<file path="src/rtl/uart_feeder_pkg.sv">
// Shared types and UART register map for the Tx feeder.
package uart_feeder_pkg;

    typedef enum logic [2:0] {
        IDLE,
        WR_SETUP,
        WR_STROBE,
        WR_HOLD,
        POLL_RD,
        POLL_WAIT
    } FeederState;

    localparam logic [2:0]  UART_ADDR_CTRL     = 3'b000;
    localparam logic [2:0]  UART_ADDR_TXBUF    = 3'b010;
    localparam int unsigned UART_CTRL_BUSY_BIT = 1;

endpackage

</file>
<file path="src/rtl/byte_fifo.sv">
// Byte FIFO with wrap-bit pointers and a registered head output (dout).
module byte_fifo #(
    parameter int unsigned DEPTH = 4
) (
    input  logic       clock,
    input  logic       reset,
    input  logic       push,
    input  logic       pop,
    input  logic [7:0] din,
    output logic [7:0] dout,
    output logic       full,
    output logic       empty
);

    localparam int unsigned AW = $clog2(DEPTH);

    logic [7:0]  mem [DEPTH];
    logic [AW:0] wr_ptr;
    logic [AW:0] rd_ptr;
    logic [AW:0] rd_ptr_next;
    logic        push_ok;
    logic        pop_ok;

    assign empty       = (wr_ptr == rd_ptr);
    assign full        = (wr_ptr[AW] != rd_ptr[AW]) && (wr_ptr[AW-1:0] == rd_ptr[AW-1:0]);
    assign pop_ok      = pop && !empty;
    assign push_ok     = push && (!full || pop_ok);
    assign rd_ptr_next = rd_ptr + {{AW{1'b0}}, pop_ok};

    always_ff @(posedge clock) begin
        if (push_ok) begin
            mem[wr_ptr[AW-1:0]] <= din;
        end
    end

    // dout tracks the head the next cycle will see; a write landing on that
    // slot this cycle is forwarded so a push into an empty FIFO is usable at once.
    always_ff @(posedge clock) begin
        if (reset) begin
            wr_ptr <= '0;
            rd_ptr <= '0;
            dout   <= '0;
        end else begin
            if (push_ok) begin
                wr_ptr <= wr_ptr + 1'b1;
            end
            rd_ptr <= rd_ptr_next;
            if (push_ok && (wr_ptr[AW-1:0] == rd_ptr_next[AW-1:0])) begin
                dout <= din;
            end else begin
                dout <= mem[rd_ptr_next[AW-1:0]];
            end
        end
    end

endmodule

</file>
<file path="src/rtl/uart_tx_feeder.sv">
// Streams buffered bytes into UART_Component's Tx buffer and polls its busy bit.
// Optional poll timeout with sticky err: define UART_TX_FEEDER_TIMEOUT_EN.
module uart_tx_feeder
    import uart_feeder_pkg::*;
#(
    parameter int unsigned DEPTH    = 4,
    parameter int unsigned POLL_GAP = 1
) (
    input  logic       clock,
    input  logic       reset,
    input  logic [7:0] s_data,
    input  logic       s_valid,
    output logic       s_ready,
    output logic       uart_cs_n,
    output logic       uart_rd_n,
    output logic       uart_wr_n,
    output logic [2:0] uart_addr,
    output logic [7:0] uart_wdata,
    input  logic [7:0] uart_rdata,
    output logic       busy,
    output logic       err
);

    localparam logic [3:0] GAP_LOAD = 4'(POLL_GAP - 1);

    FeederState state;
    logic [3:0] gap_cnt;
    logic [7:0] fifo_dout;
    logic       fifo_full;
    logic       fifo_empty;
    logic       push;
    logic       pop;
    logic       uart_busy;
    logic       timeout_hit;
    logic       unused_rdata;

    assign s_ready      = !fifo_full;
    assign push         = s_valid && s_ready;
    assign pop          = (state == IDLE) && !fifo_empty;
    assign busy         = (state != IDLE) || !fifo_empty;
    assign uart_busy    = uart_rdata[UART_CTRL_BUSY_BIT];
    assign unused_rdata = ^{uart_rdata[7:2], uart_rdata[0]};

    byte_fifo #(
        .DEPTH(DEPTH)
    ) u_fifo (
        .clock (clock),
        .reset (reset),
        .push  (push),
        .pop   (pop),
        .din   (s_data),
        .dout  (fifo_dout),
        .full  (fifo_full),
        .empty (fifo_empty)
    );

`ifdef UART_TX_FEEDER_TIMEOUT_EN
    logic [15:0] to_cnt;

    assign timeout_hit = ((state == POLL_RD) || (state == POLL_WAIT)) && (to_cnt == 16'hFFFF);

    always_ff @(posedge clock) begin
        if (reset) begin
            to_cnt <= '0;
            err    <= 1'b0;
        end else begin
            if (pop) begin
                to_cnt <= '0;
            end else if ((state == POLL_RD) || (state == POLL_WAIT)) begin
                to_cnt <= to_cnt + 16'd1;
            end
            if (timeout_hit) begin
                err <= 1'b1;
            end
        end
    end
`else
    assign timeout_hit = 1'b0;
    assign err         = 1'b0;
`endif

    // Outputs are registered alongside the state, so each arm drives the
    // strobe levels that belong to the state being entered.
    always_ff @(posedge clock) begin
        if (reset) begin
            state      <= IDLE;
            uart_cs_n  <= 1'b1;
            uart_rd_n  <= 1'b1;
            uart_wr_n  <= 1'b1;
            uart_addr  <= UART_ADDR_CTRL;
            uart_wdata <= '0;
            gap_cnt    <= '0;
        end else begin
            case (state)
                IDLE: begin
                    if (!fifo_empty) begin
                        uart_wdata <= fifo_dout;
                        uart_addr  <= UART_ADDR_TXBUF;
                        uart_cs_n  <= 1'b0;
                        state      <= WR_SETUP;
                    end
                end
                WR_SETUP: begin
                    uart_wr_n <= 1'b0;
                    state     <= WR_STROBE;
                end
                WR_STROBE: begin
                    uart_wr_n <= 1'b1;
                    uart_addr <= UART_ADDR_CTRL;
                    state     <= WR_HOLD;
                end
                WR_HOLD: begin
                    uart_rd_n <= 1'b0;
                    state     <= POLL_RD;
                end
                POLL_RD: begin
                    uart_rd_n <= 1'b1;
                    if (timeout_hit || !uart_busy) begin
                        uart_cs_n <= 1'b1;
                        state     <= IDLE;
                    end else begin
                        gap_cnt <= GAP_LOAD;
                        state   <= POLL_WAIT;
                    end
                end
                POLL_WAIT: begin
                    if (timeout_hit) begin
                        uart_cs_n <= 1'b1;
                        state     <= IDLE;
                    end else if (gap_cnt == 4'd0) begin
                        uart_rd_n <= 1'b0;
                        state     <= POLL_RD;
                    end else begin
                        gap_cnt <= gap_cnt - 4'd1;
                    end
                end
                default: begin
                    uart_cs_n <= 1'b1;
                    uart_rd_n <= 1'b1;
                    uart_wr_n <= 1'b1;
                    uart_addr <= UART_ADDR_CTRL;
                    state     <= IDLE;
                end
            endcase
        end
    end

endmodule

</file>
<file path="config.mk">
export PLATFORM = sky130hd
export DESIGN_NAME = uart_tx_feeder
export DESIGN_NICKNAME = d
export VERILOG_FILES = /design/src/rtl/uart_feeder_pkg.sv /design/src/rtl/byte_fifo.sv /design/src/rtl/uart_tx_feeder.sv
export SDC_FILE = /design/constraint.sdc
export NUM_CORES = 1
export LEC_CHECK = 0
export CAP_MARGIN = 20
export CORE_MARGIN = 4
export CORE_UTILIZATION = 57
export CTS_BUF_LIST = sky130_fd_sc_hd__clkbuf_4 sky130_fd_sc_hd__clkbuf_8
export CTS_CLUSTER_SIZE = 30
export DETAILED_ROUTE_END_ITERATION = 7
export GPL_ROUTABILITY_DRIVEN = 1
export PLACE_DENSITY = 0.84
export SLEW_MARGIN = 10
export SYNTH_ARGS = -nofsm -noshare
export SYNTH_HDL_FRONTEND = slang
export SYNTH_HIERARCHICAL = 1
export SYNTH_SLANG_ARGS = --single-unit
</file>
<file path="constraint.sdc">
create_clock -name clock -period 3.6 [get_ports clock]
set_input_delay 0.54 -clock clock [delete_from_list [all_inputs] [get_ports clock]]
set_output_delay 0.54 -clock clock [all_outputs]
set_load 0.01 [all_outputs]
</file>
# After elaboration in Yosys (flattened, before gate mapping)
# Memory sizes are Yosys's and may differ from the RTL's. A register that Yosys moved wholly into a read port is not among the register bits.
# Index checks and enable logic that the tools add are counted.
# totals
output_inout_bits,17
reg_bits,27
n_memories,1
ramBits,32
inputBits,19
# memory_table
memory,depth,word_bits,rd,rd_clocked_by_memory_dff,wr,line_no,source
u_fifo.mem,4,8,1,1,1,byte_fifo.sv:17,logic [7:0] mem [DEPTH];
# op_classes
n_addsub,3
eq_ne,13
n_mux,17
n_bitwise,4
reduce_logical,23
# ops
op,n
one-hot mux 3 bit (6 select lines),1
two-way mux 3 bit,4
OR reduction 4 bit,3
!= test 2 bit (second input constant),5
two-way mux 4 bit,2
one-hot mux 4 bit (2 select lines),1
AND reduction 2 bit,4
equality test 3 x 2 -> 1 bit (second input constant),2
equality test 3 bit (second input constant),2
one-hot mux 1 bit (3 select lines),2
one-hot mux 3 bit (2 select lines),1
AND reduction 3 bit,2
logical AND 1 bit,5
two-way mux 1 bit,5
logical NOT 4 bit,1
NOT 1 bit,4
subtractor 4 x 1 -> 4 bit (second input constant),1
adder 3 x 1 -> 3 bit,1
adder 3 x 1 -> 3 bit (second input constant),1
equality test 3 x 1 -> 1 bit (second input constant),1
equality test 3 bit,1
logical NOT 3 bit,1
nonzero test 3 bit,1
OR reduction 3 bit,1
other kinds (6),8

# Depth between registers and ports, before layout
# logic_depth
word_depth,8
depth_mapped,13

# By module
# The synthesis kept the hierarchy.
# by_module_without_submodules
module,cells_per_inst,instances,seq_area_each_um2,area_per_inst_um2
byte_fifo,121,1,1241.2,1876.8
uart_tx_feeder,98,1,380.4,872.1

# Worst setup path before layout
# OpenSTA, ideal clock, no wires.
# synth_path
path_type,reg2reg
startpoint,register u_fifo.wr_ptr[2]
endpoint,register u_fifo.dout[0] (read register of u_fifo.mem)
setup_ns,0.070
path_stages_with_launch,14
arrival_time_ns,2.857
period_less_slack_ns,2.928
t_required_ns,3.530
slack_ns,0.672
path_buffers,3
path_cell_list,dfxtp_1 -> xnor2_1 -> nor3b_1 -> nor4_1 -> buf_4 -> nor2b_1 -> ha_1 -> ha_1 -> buf_2 -> xnor2_1 -> and2_1 -> buf_1 -> nand3_1 -> a21oi_1
# synth_between
elab_chain_len,5
# synth_rtl
item,line_no,source
start: declaration,byte_fifo.sv:18,logic [AW:0] wr_ptr;
start signal: assignment,byte_fifo.sv:45,wr_ptr <= wr_ptr + 1'b1;
equality test 3 bit,byte_fifo.sv:24,assign empty = (wr_ptr == rd_ptr);
named net fifo_empty,uart_tx_feeder.sv:30,logic fifo_empty;
logical NOT 1 bit,uart_tx_feeder.sv:39,assign pop = (state == IDLE) && !fifo_empty;
logical AND 1 bit,uart_tx_feeder.sv:39,
named net pop,uart_tx_feeder.sv:32,logic pop;
logical AND 1 bit,byte_fifo.sv:26,assign pop_ok = pop && !empty;
adder 3 x 1 -> 3 bit,byte_fifo.sv:28,"assign rd_ptr_next = rd_ptr + {{AW{1'b0}}, pop_ok};"
named net u_fifo.rd_ptr_next[1],byte_fifo.sv:20,logic [AW:0] rd_ptr_next;
end: declaration,byte_fifo.sv:10,"output logic [7:0] dout,"
# The timed path passes the listed nets, and every way through them passes these cells.
# A chain may end at the register's enable or synchronous reset.

# Worst setup path in the final report
# layout_path
startpoint,register u_fifo.wr_ptr[0]
endpoint,register u_fifo.dout[0] (read register of u_fifo.mem)
# layout_between
elab_chain_len,5
# layout_rtl
item,line_no
equality test 3 bit *,byte_fifo.sv:24
named net fifo_empty,uart_tx_feeder.sv:30
logical NOT 1 bit *,"byte_fifo.sv:26, uart_tx_feeder.sv:39"
logical AND 1 bit,uart_tx_feeder.sv:39
logical AND 1 bit *,byte_fifo.sv:26
adder 3 x 1 -> 3 bit *,byte_fifo.sv:28
named net u_fifo.rd_ptr_next[1],byte_fifo.sv:20
# The timed path passes the listed nets; every way through them passes the cells marked *.

==> run_results.csv <==
group,metric,value,unit
logic_synthesis,synthArstFlopShare,0,
min_path,hold_path_class,"reg -> reg",
sta,fin_setup_tns,0,ps
final_layout,post-route-util,0.687,
sta,hold_viol,0,
logic_synthesis,ys_warn_count,6,
routing,dr.first_iter.drc_count,104,
worst_setup_path,crit_path_top_delay_cell,"dfxtp_1",
routing,ant_nets,0,
routing,wl,5000,um
logic_synthesis,synth_top_area_cell,"edfxtp_1",
logic_synthesis,syn_inst,219,
clocking,cts_setup_buffers,0,
sta,holdWs,470,ps
worst_setup_path,startpoint_type,"register",
routing,wl_per_cell,16.3,um
global_route,grt_start_max_net_pins,17,
worst_setup_path,crit_path_frequent_cell,"ha_1",
routing,viasPerCell,5.72,
die,core,4690,um^2
routing,drc,0,
worst_setup_path,end_kind,"register",
logic_synthesis,synth_seq_area_share,0.590,
logic_synthesis,synth.cell_area,2750,um^2
die,chipWidth,77.4,um
pwr,powerDensity,645,nW/um^2
logic_synthesis,yosys-top-cells-count,"33 x dfxtp_1, 32 x edfxtp_1, 16 x a21oi_1",
logic_synthesis,synth_top_cell_area_share,0.350,
clocking,postCtsHoldBufs,0,
global_route,grtUsageTotal,0.176,
clocking,ctsLongestPathBuffers,2,
sta,finalSetupViolations,0,
pwr,vdd_drop_max,0.383,mV
clocking,h-tree-depth,3,
clocking,clk_pin_slew_worst_paths,70,ps
worst_setup_path,cp_num_cells,11,
final_layout,fillers,351,
worst_setup_path,critPathKind,"reg -> reg",
logic_synthesis,syn_avg_cell_area,12.6,um^2
logic_synthesis,synth-main-ff-cell,"dfxtp_1",
global_route,grt_pass1_vias,1694,
sta,finalCriticalPeriod,3060,ps
sta,tightest_slew,799,ps
clocking,cts_tree,"done",
sta,max_freq,326,MHz
die,die_h,77.4,um
logic_synthesis,synth_most_common_cell,"dfxtp_1",
global_route,antenna_found_initial,0,
routing,via_count,1756,
die,start_util,0.586,
sta,fin_skew,7.75,ps
final_layout,multiInputGateArea,1030,um^2
sta,rsz0062_at_grt,"false",
logic_synthesis,synth_cell_types,44,
worst_setup_path,cp.required,3840,ps
logic_synthesis,ys_seq_elements,65,
worst_setup_path,crit_start,"u_fifo/wr_ptr[0]$_SDFFE_PP0P_",
worst_setup_path,max_stage_delay,470,ps
logic_synthesis,synth_edf_count,32,
sta,slew_headroom,0.466,
global_route,grt_first_pass_wirelength,8000,um
worst_setup_path,crit_chain,"xor2_1 > nor3b_1 > buf_4 > nor4_2 > nor2b_1 > ha_1 > ha_1 > xnor2_1 > and2_1 > nand3_1 > a21oi_1",
die,rows,25,
clocking,cts_sinks,65,
clocking,post_cts_resize_count,0,
status,status,"finished, final reports clean",
final_layout,drive_gt1_frac,0.130,
clocking,clock_latency,330,ps
job,cap_violations,0,
final_layout,syn_to_final_growth,17.3,%
worst_setup_path,r2r-start,"u_fifo/wr_ptr[0]$_SDFFE_PP0P_",
worst_setup_path,r2r_end,"u_fifo/dout[0]$_SDFF_PP0_",
global_route,overflow,0,
placement,hpwl,3290,um
worst_setup_path,cp-endpoint,"u_fifo/dout[0]$_SDFF_PP0_",
final_layout,diodes,0,
final_layout,regArea,1620,um^2
die,dieArea,6000,um^2
die,io_pins,36,
sta,timing.final.crit_share,0.851,
worst_setup_path,cp.arrival,3300,ps
worst_setup_path,critPathBufInv,1,
routing,dr.pass1.iters,4,
worst_setup_path,r2r_cells,11,
sta,slew_violations,0,
worst_setup_path,crit_family,"simple AND/OR/NAND/NOR gates",
final_layout,nets,274,
placement,place.gp.congestion,0.793,
pwr,leakage,0.00118,uW
placement,port_buffers,25,
worst_setup_path,worst-path-max-fanout,10,
clocking,clock-root-buffer,"clkbuf_8",
clocking,numCtsBuffers,9,
worst_setup_path,r2r_slack,540,ps
logic_synthesis,synth.area.top_cells,"edfxtp_1 35%, dfxtp_1 24%, mux4_2 6.6%, ha_1 3.2%, a21oi_1 2.9%",
area by class of cell:
type                    instances  share of cell area
clock buffers                  10              0.0407
clock inverters                 6              0.0182
inverters                       9              0.0105
multi-input cells             134               0.320
flip-flops and latches         65               0.503
well taps                      54              0.0209
repair buffers                 29              0.0869
state kept, by name (all words and copies together) (netlist names):
name / cells
uart_cs_n: 1
uart_addr: 1
u_fifo/rd_ptr: 3
uart_rd_n: 1
state: 3
uart_wdata: 8
u_fifo/wr_ptr: 3
gap_cnt: 4
u_fifo/dout: 8
uart_wr_n: 1
u_fifo/mem: 32
layer usage:
| metal | wire (um) | GRT usage | vias to the layer above | share of wire |
|---|---|---|---|---|
| met5 | 0 | 0 | - | 0 |
| met4 | 64 | 0.0819 | 0 | 0.013 |
| met3 | 264 | 0.0522 | 7 | 0.053 |
| met2 | 2580 | 0.298 | 49 | 0.52 |
| met1 | 2090 | 0.206 | 853 | 0.42 |
| li1 | - | - | 847 | - |
cells by family (layout without fill, tap and decap cells):
kind of cell / Yosys count / in the layout / share of synthesized area
other: 1 / 3 / 0.00136
AOI/OAI and AO/OA: 40 / 40 / 0.0965
xor gates and xnor gates: 7 / 7 / 0.0223
muxes: 17 / 17 / 0.0988
buffers and inverters: 22 / 54 / 0.0396
adders and majority gates: 7 / 7 / 0.0319
and+or+nand+nor: 60 / 60 / 0.120
DFF: 65 / 65 / 0.590
worst min-delay path, stage by stage, from the launching register on:
cell	delay (ps)
dfxtp_1	310
mux2i_1	60
nor2_1	70
where the power goes:
| part | total [uW] | switching (uW) | internal, uW |
|---|---|---|---|
| Combinational | 564 | 275 | 289 |
| Sequential | 933 | 68.0 | 865 |
| Clock | 585 | 262 | 323 |
metrics by stage:
stage	area (um^2)	power (uW)	worst slack, ps	std cells
after detailed placement	3040	1510	567	291
after floorplan	2760	1330	672	221
after global routing	3230	2200	166	307
after global placement	3040	1490	686	291
after CTS	3230	2100	524	307
final	3230	2080	536	307
cell usage in the layout (no fill, tap or decap), drive strengths merged, types with 2 or more instances in the layout:
cell type,synthesis,final
buf,9,4
a21oi,16,16
and2,5,5
nor2,14,14
conb,1,3
clkinv,0,4
nor2b,4,4
nand3,9,9
dfxtp,33,33
nor3b,2,2
ha,7,7
or3,4,4
clkdlybuf4s50,0,25
inv,9,9
mux2i,8,8
edfxtp,32,32
nand2b,2,2
xnor2,5,5
xor2,2,2
clkbuf,4,10
nand3b,2,2
nor3,3,3
or4,2,2
nand2,10,10
o21ai,14,14
o211ai,2,2
mux4,8,8
worst min-delay path by stage:
stage | cells after the start | slack, ps | end | startpoint
after detailed placement | 2 | 460 | uart_wdata[0]$_SDFFE_PP0P_ | u_fifo/dout[0]$_SDFF_PP0_
after CTS | 2 | 470 | uart_wdata[4]$_SDFFE_PP0P_ | u_fifo/dout[4]$_SDFF_PP0_
after floorplan | 2 | 440 | uart_wdata[0]$_SDFFE_PP0P_ | u_fifo/dout[0]$_SDFF_PP0_
after global placement | 2 | 440 | uart_wdata[1]$_SDFFE_PP0P_ | u_fifo/dout[1]$_SDFF_PP0_
final | 2 | 470 | uart_wdata[4]$_SDFFE_PP0P_ | u_fifo/dout[4]$_SDFF_PP0_
after global routing | 2 | 500 | uart_wdata[0]$_SDFFE_PP0P_ | u_fifo/dout[0]$_SDFF_PP0_
(Power assumes the default switching activity.)
==> edit 1: new RTL, same settings <==
The 6 states of `FeederState` get a one-hot encoding in 6 bits.
--- a/src/rtl/uart_feeder_pkg.sv
+++ b/src/rtl/uart_feeder_pkg.sv
@@ -2,11 +2,11 @@
 package uart_feeder_pkg;
 
-    typedef enum logic [2:0] {
-        IDLE,
-        WR_SETUP,
-        WR_STROBE,
-        WR_HOLD,
-        POLL_RD,
-        POLL_WAIT
+    typedef enum logic [5:0] {
+        IDLE      = 6'b000001,
+        WR_SETUP  = 6'b000010,
+        WR_STROBE = 6'b000100,
+        WR_HOLD   = 6'b001000,
+        POLL_RD   = 6'b010000,
+        POLL_WAIT = 6'b100000
     } FeederState;
 
Behaviour: same outputs for any inputs over 10 cycles, from zero or initial values and one cycle with reset high; not proved beyond that.
==> edit 1 against the original RTL <==
- die area increased by 7.0%
- power rose by 3.0%
- sequential cell count increased by 3
- hold slack worse by 23 ps
- cell area is 6.8% higher
- synthesized cell count up 11%
- non-clock buffer count stayed put
- worst setup slack improved by 34 ps
- maximum frequency rose by 1.1%
- final cell count rose by 12%
- critical path depth shrank 1
- synthesized area grew 7.8%
- wire length increased by 9.4%
- critical path type unchanged
==> edit 1: results (changes against the original RTL) <==
starting DRC count in detailed routing 111 (+6.7%); grt met2 use 30.88% (+1.1 points); post-synthesis average cell area 12.20 um^2 (-2.8%); clock period minus final worst setup slack 3031 ps (-33.75 ps); count of different cell masters after synthesis 47 (+6.8%); delay contributed by the slowest stage of the critical path 520 ps (+50 ps); commonest cells in the netlist 36 x dfxtp_1, 32 x edfxtp_1, 17 x nor2_1, 15 x nand2_1, 15 x nand3_1; Setup Slack @ Placement 561.6 ps (-5.359 ps); Final Non-Filler Cells 343 (+12%); Clock Skews 7.021 ps (-0.7243 ps); number of placed instances with taps included 327 (+12%); outcome completed; gr usage total 18.95% (+1.3 points); estimated wirelength of the detail-placed design 3.724 mm (+13%); fraction of layout instances using a drive strength above 1 14.49% (+1.4 points); WHS 447.6 ps (-22.59 ps); CP arrival 3270 ps (-30 ps); Via Count 1954 (+11%); Final #Nets 298 (+8.8%); WL/cell 15.94 um (-2.1%); total of fill cells in the finished design 365 (+4.0%); Power Dens Cells 622.4 nW/um^2 (-3.6%); Peak VDD IR 0.4153 mV (+8.5%); Global Route met3 Usage 4.821% (-0.40 points); total placed instance area 3244 um^2 (+6.9%); maximum number of pins on one net before global-route repair 16 (-1); net switching power 0.6393 mW (+5.6%); Worst-Margin Slew 608.8 ps (-189.9 ps); final weighted congestion of routability-driven global placement 0.7846 (-1.0%); Power Sequential 0.941 mW (+0.9%); largest cells by area after synthesis edfxtp_1 32%, dfxtp_1 24%, mux4_2 6.1%; register-to-register setup slack 570 ps (+30 ps); number of global-route vias before repair 1948 (+15%); fraction of the yosys area taken by sequential cells 56.73% (-2.3 points); leakage power 1.251 nW (+6.5%)
edit 1: final cells by class:
cell class | instances | share of cell area (%)
Clock buffer | 9 | 3.596
Timing Repair Buffer | 29 | 8.137
Sequential cell | 68 | 48.82
Tap cell | 67 | 2.434
Clock inverter | 7 | 2.216
Multi-Input combinational cell | 156 | 34.04
Inverter | 7 | 0.7628
edit 1: routing by layer:
| layer | up-vias | wire, um | share of wire (%) |
|---|---|---|---|
| li1 | 938 | - | - |
| met1 | 931 | 2265 | 41 |
| met2 | 68 | 2716 | 50 |
| met3 | 17 | 311 | 5.7 |
| met4 | 0 | 176 | 3.2 |
| met5 | - | 0 | 0 |
edit 1: worst paths after layout:
path / start / end / cells after the start
worst max-delay path: u_fifo/wr_ptr[2] / u_fifo/dout[5] / 10
worst min-delay path: uart_wr_n / uart_wr_n / 2
worst max register to register: u_fifo/wr_ptr[2] / u_fifo/dout[5] / 10
worst min register to register: uart_wr_n / uart_wr_n / 2
edit 1: cells by family (layout without fill, tap and decap cells):
| group | after synthesis | after routing | synth area share (%) |
|---|---|---|---|
| AND/OR/NAND/NOR | 80 | 80 | 14.86 |
| AO/OA/AOI/OAI | 39 | 39 | 9.202 |
| multiplexers | 16 | 16 | 8.780 |
| adder cells (fa/ha/maj) | 8 | 8 | 3.377 |
| other | 1 | 3 | 0.1265 |
| flip-flops | 68 | 68 | 56.73 |
| XOR/XNOR | 10 | 10 | 2.955 |
| buffers and inverters | 21 | 52 | 3.968 |
edit 1: worst reg2reg max path: stages, from the launching register on:
cell and delay (ps):
dfxtp_1 330, xnor2_1 420, nor3b_1 280, and3b_1 210, nor2b_1 130, ha_1 190
ha_1 520, xnor2_1 190, and2_1 350, nand3_1 130, a21oi_1 190
==> edit 2: new RTL, config.mk and constraints unchanged <==
Made on the original files. `DEPTH` is set to 4 in 2 places; all go to 8.
--- a/src/rtl/byte_fifo.sv
+++ b/src/rtl/byte_fifo.sv
@@ -1,5 +1,5 @@
 // Byte FIFO with wrap-bit pointers and a registered head output (dout).
 module byte_fifo #(
-    parameter int unsigned DEPTH = 4
+    parameter int unsigned DEPTH = 8
 ) (
     input  logic       clock,
--- a/src/rtl/uart_tx_feeder.sv
+++ b/src/rtl/uart_tx_feeder.sv
@@ -4,5 +4,5 @@
     import uart_feeder_pkg::*;
 #(
-    parameter int unsigned DEPTH    = 4,
+    parameter int unsigned DEPTH    = 8,
     parameter int unsigned POLL_GAP = 1
 ) (
Formal check against the unedited RTL: not equivalent (Yosys sat finds a counterexample within 10 cycles, from zero or initial values and one cycle with reset high).
==> edit 2 against the original RTL <==
- synthesized area increased by 51%
- maximum frequency fell by 3.6%
- power up 49%
- worst setup slack worse by 120 ps
- cell area rose by 48%
- clock power up 11%
- sequential cell count rose by 34
- hold slack worse by 3.3 ps
- combinational power grew 88%
- wire length increased by 47%
- largest power group unchanged
==> edit 2: results (changes against the original RTL) <==
crit-path leading delay family buffers and inverters; delay contributed by the slowest stage of the critical path 440 ps (-30 ps); footprint of the multi-input gates 1399 um^2 (+36%); launching instance or port of the critical path u_fifo/rd_ptr[2]; worst r2r dst u_fifo/dout[7]; Clock Skews 10.96 ps (+3.213 ps); post-synthesis mux area share 15.02% (+5.1 points); Sinks on Clock Net 99 (+52%); total routed wire length on the met1 layer 3.150 mm (+51%); cell count of the worst reg-to-reg path 14 (+3); final weighted congestion of routability-driven global placement 0.7307 (-7.8%); global-route wire length before repair 11.83 mm (+48%); number of enable flip-flop cells after synthesis 64 (+100%); Peak VDD IR 0.4370 mV (+14%); Syn Inst Count 281 (+28%); total placed instance area 4593 um^2 (+51%); outcome completed; grt met2 use 30.08% (+0.28 points); Routed met2 length 3.781 mm (+47%); leading register cell type out of synthesis edfxtp_1; Via Count 2351 (+34%); multi-input gates 159 (+19%); Reg clk slew, reported paths 90 ps (+20 ps); sequential cell area 2623 um^2 (+62%); number of placed instances with taps included 407 (+40%); total of plain and repair buffers excluding clock buffers 44 (+52%); max-slew headroom at the worst pin 46.40% (-0.24 points); setup slack after layout 420.3 ps (-115.4 ps); Setup Slack @ Placement 482.8 ps (-84.13 ps); clk cell area share 3.800% (-2.1 points); estimated wirelength of the detail-placed design 4.904 mm (+49%)
[edit 2: cell types whose count changed after synthesis, sizes merged, moves of 5 or more]
cell    delta
mux2i      +8
a21oi      -7
mux2       +8
nand3      -7
nor2      +11
o21ai      -6
and2       -5
mux4       +8
edfxtp    +32
[edit 2: power breakdown]
| group | switching (mW) | total [mW] | internal (mW) |
|---|---|---|---|
| clock | 0.379 | 0.647 | 0.268 |
| sequential | 0.0768 | 1.40 | 1.32 |
| combinational | 0.467 | 1.06 | 0.595 |
| total | 0.922 | 3.11 | 2.19 |
[edit 2: how the worst min path moves through the flow]
stage | start | end | slack [ps] | depth (start not counted)
final | u_fifo/dout[6] | uart_wdata[6] | 470 | 2
after floorplan | u_fifo/dout[0] | uart_wdata[0] | 440 | 2
after detailed placement | u_fifo/dout[6] | uart_wdata[6] | 450 | 2
after global routing | u_fifo/dout[7] | uart_wdata[7] | 500 | 2
after global placement | u_fifo/dout[1] | uart_wdata[1] | 450 | 2
after CTS | u_fifo/dout[6] | uart_wdata[6] | 470 | 2
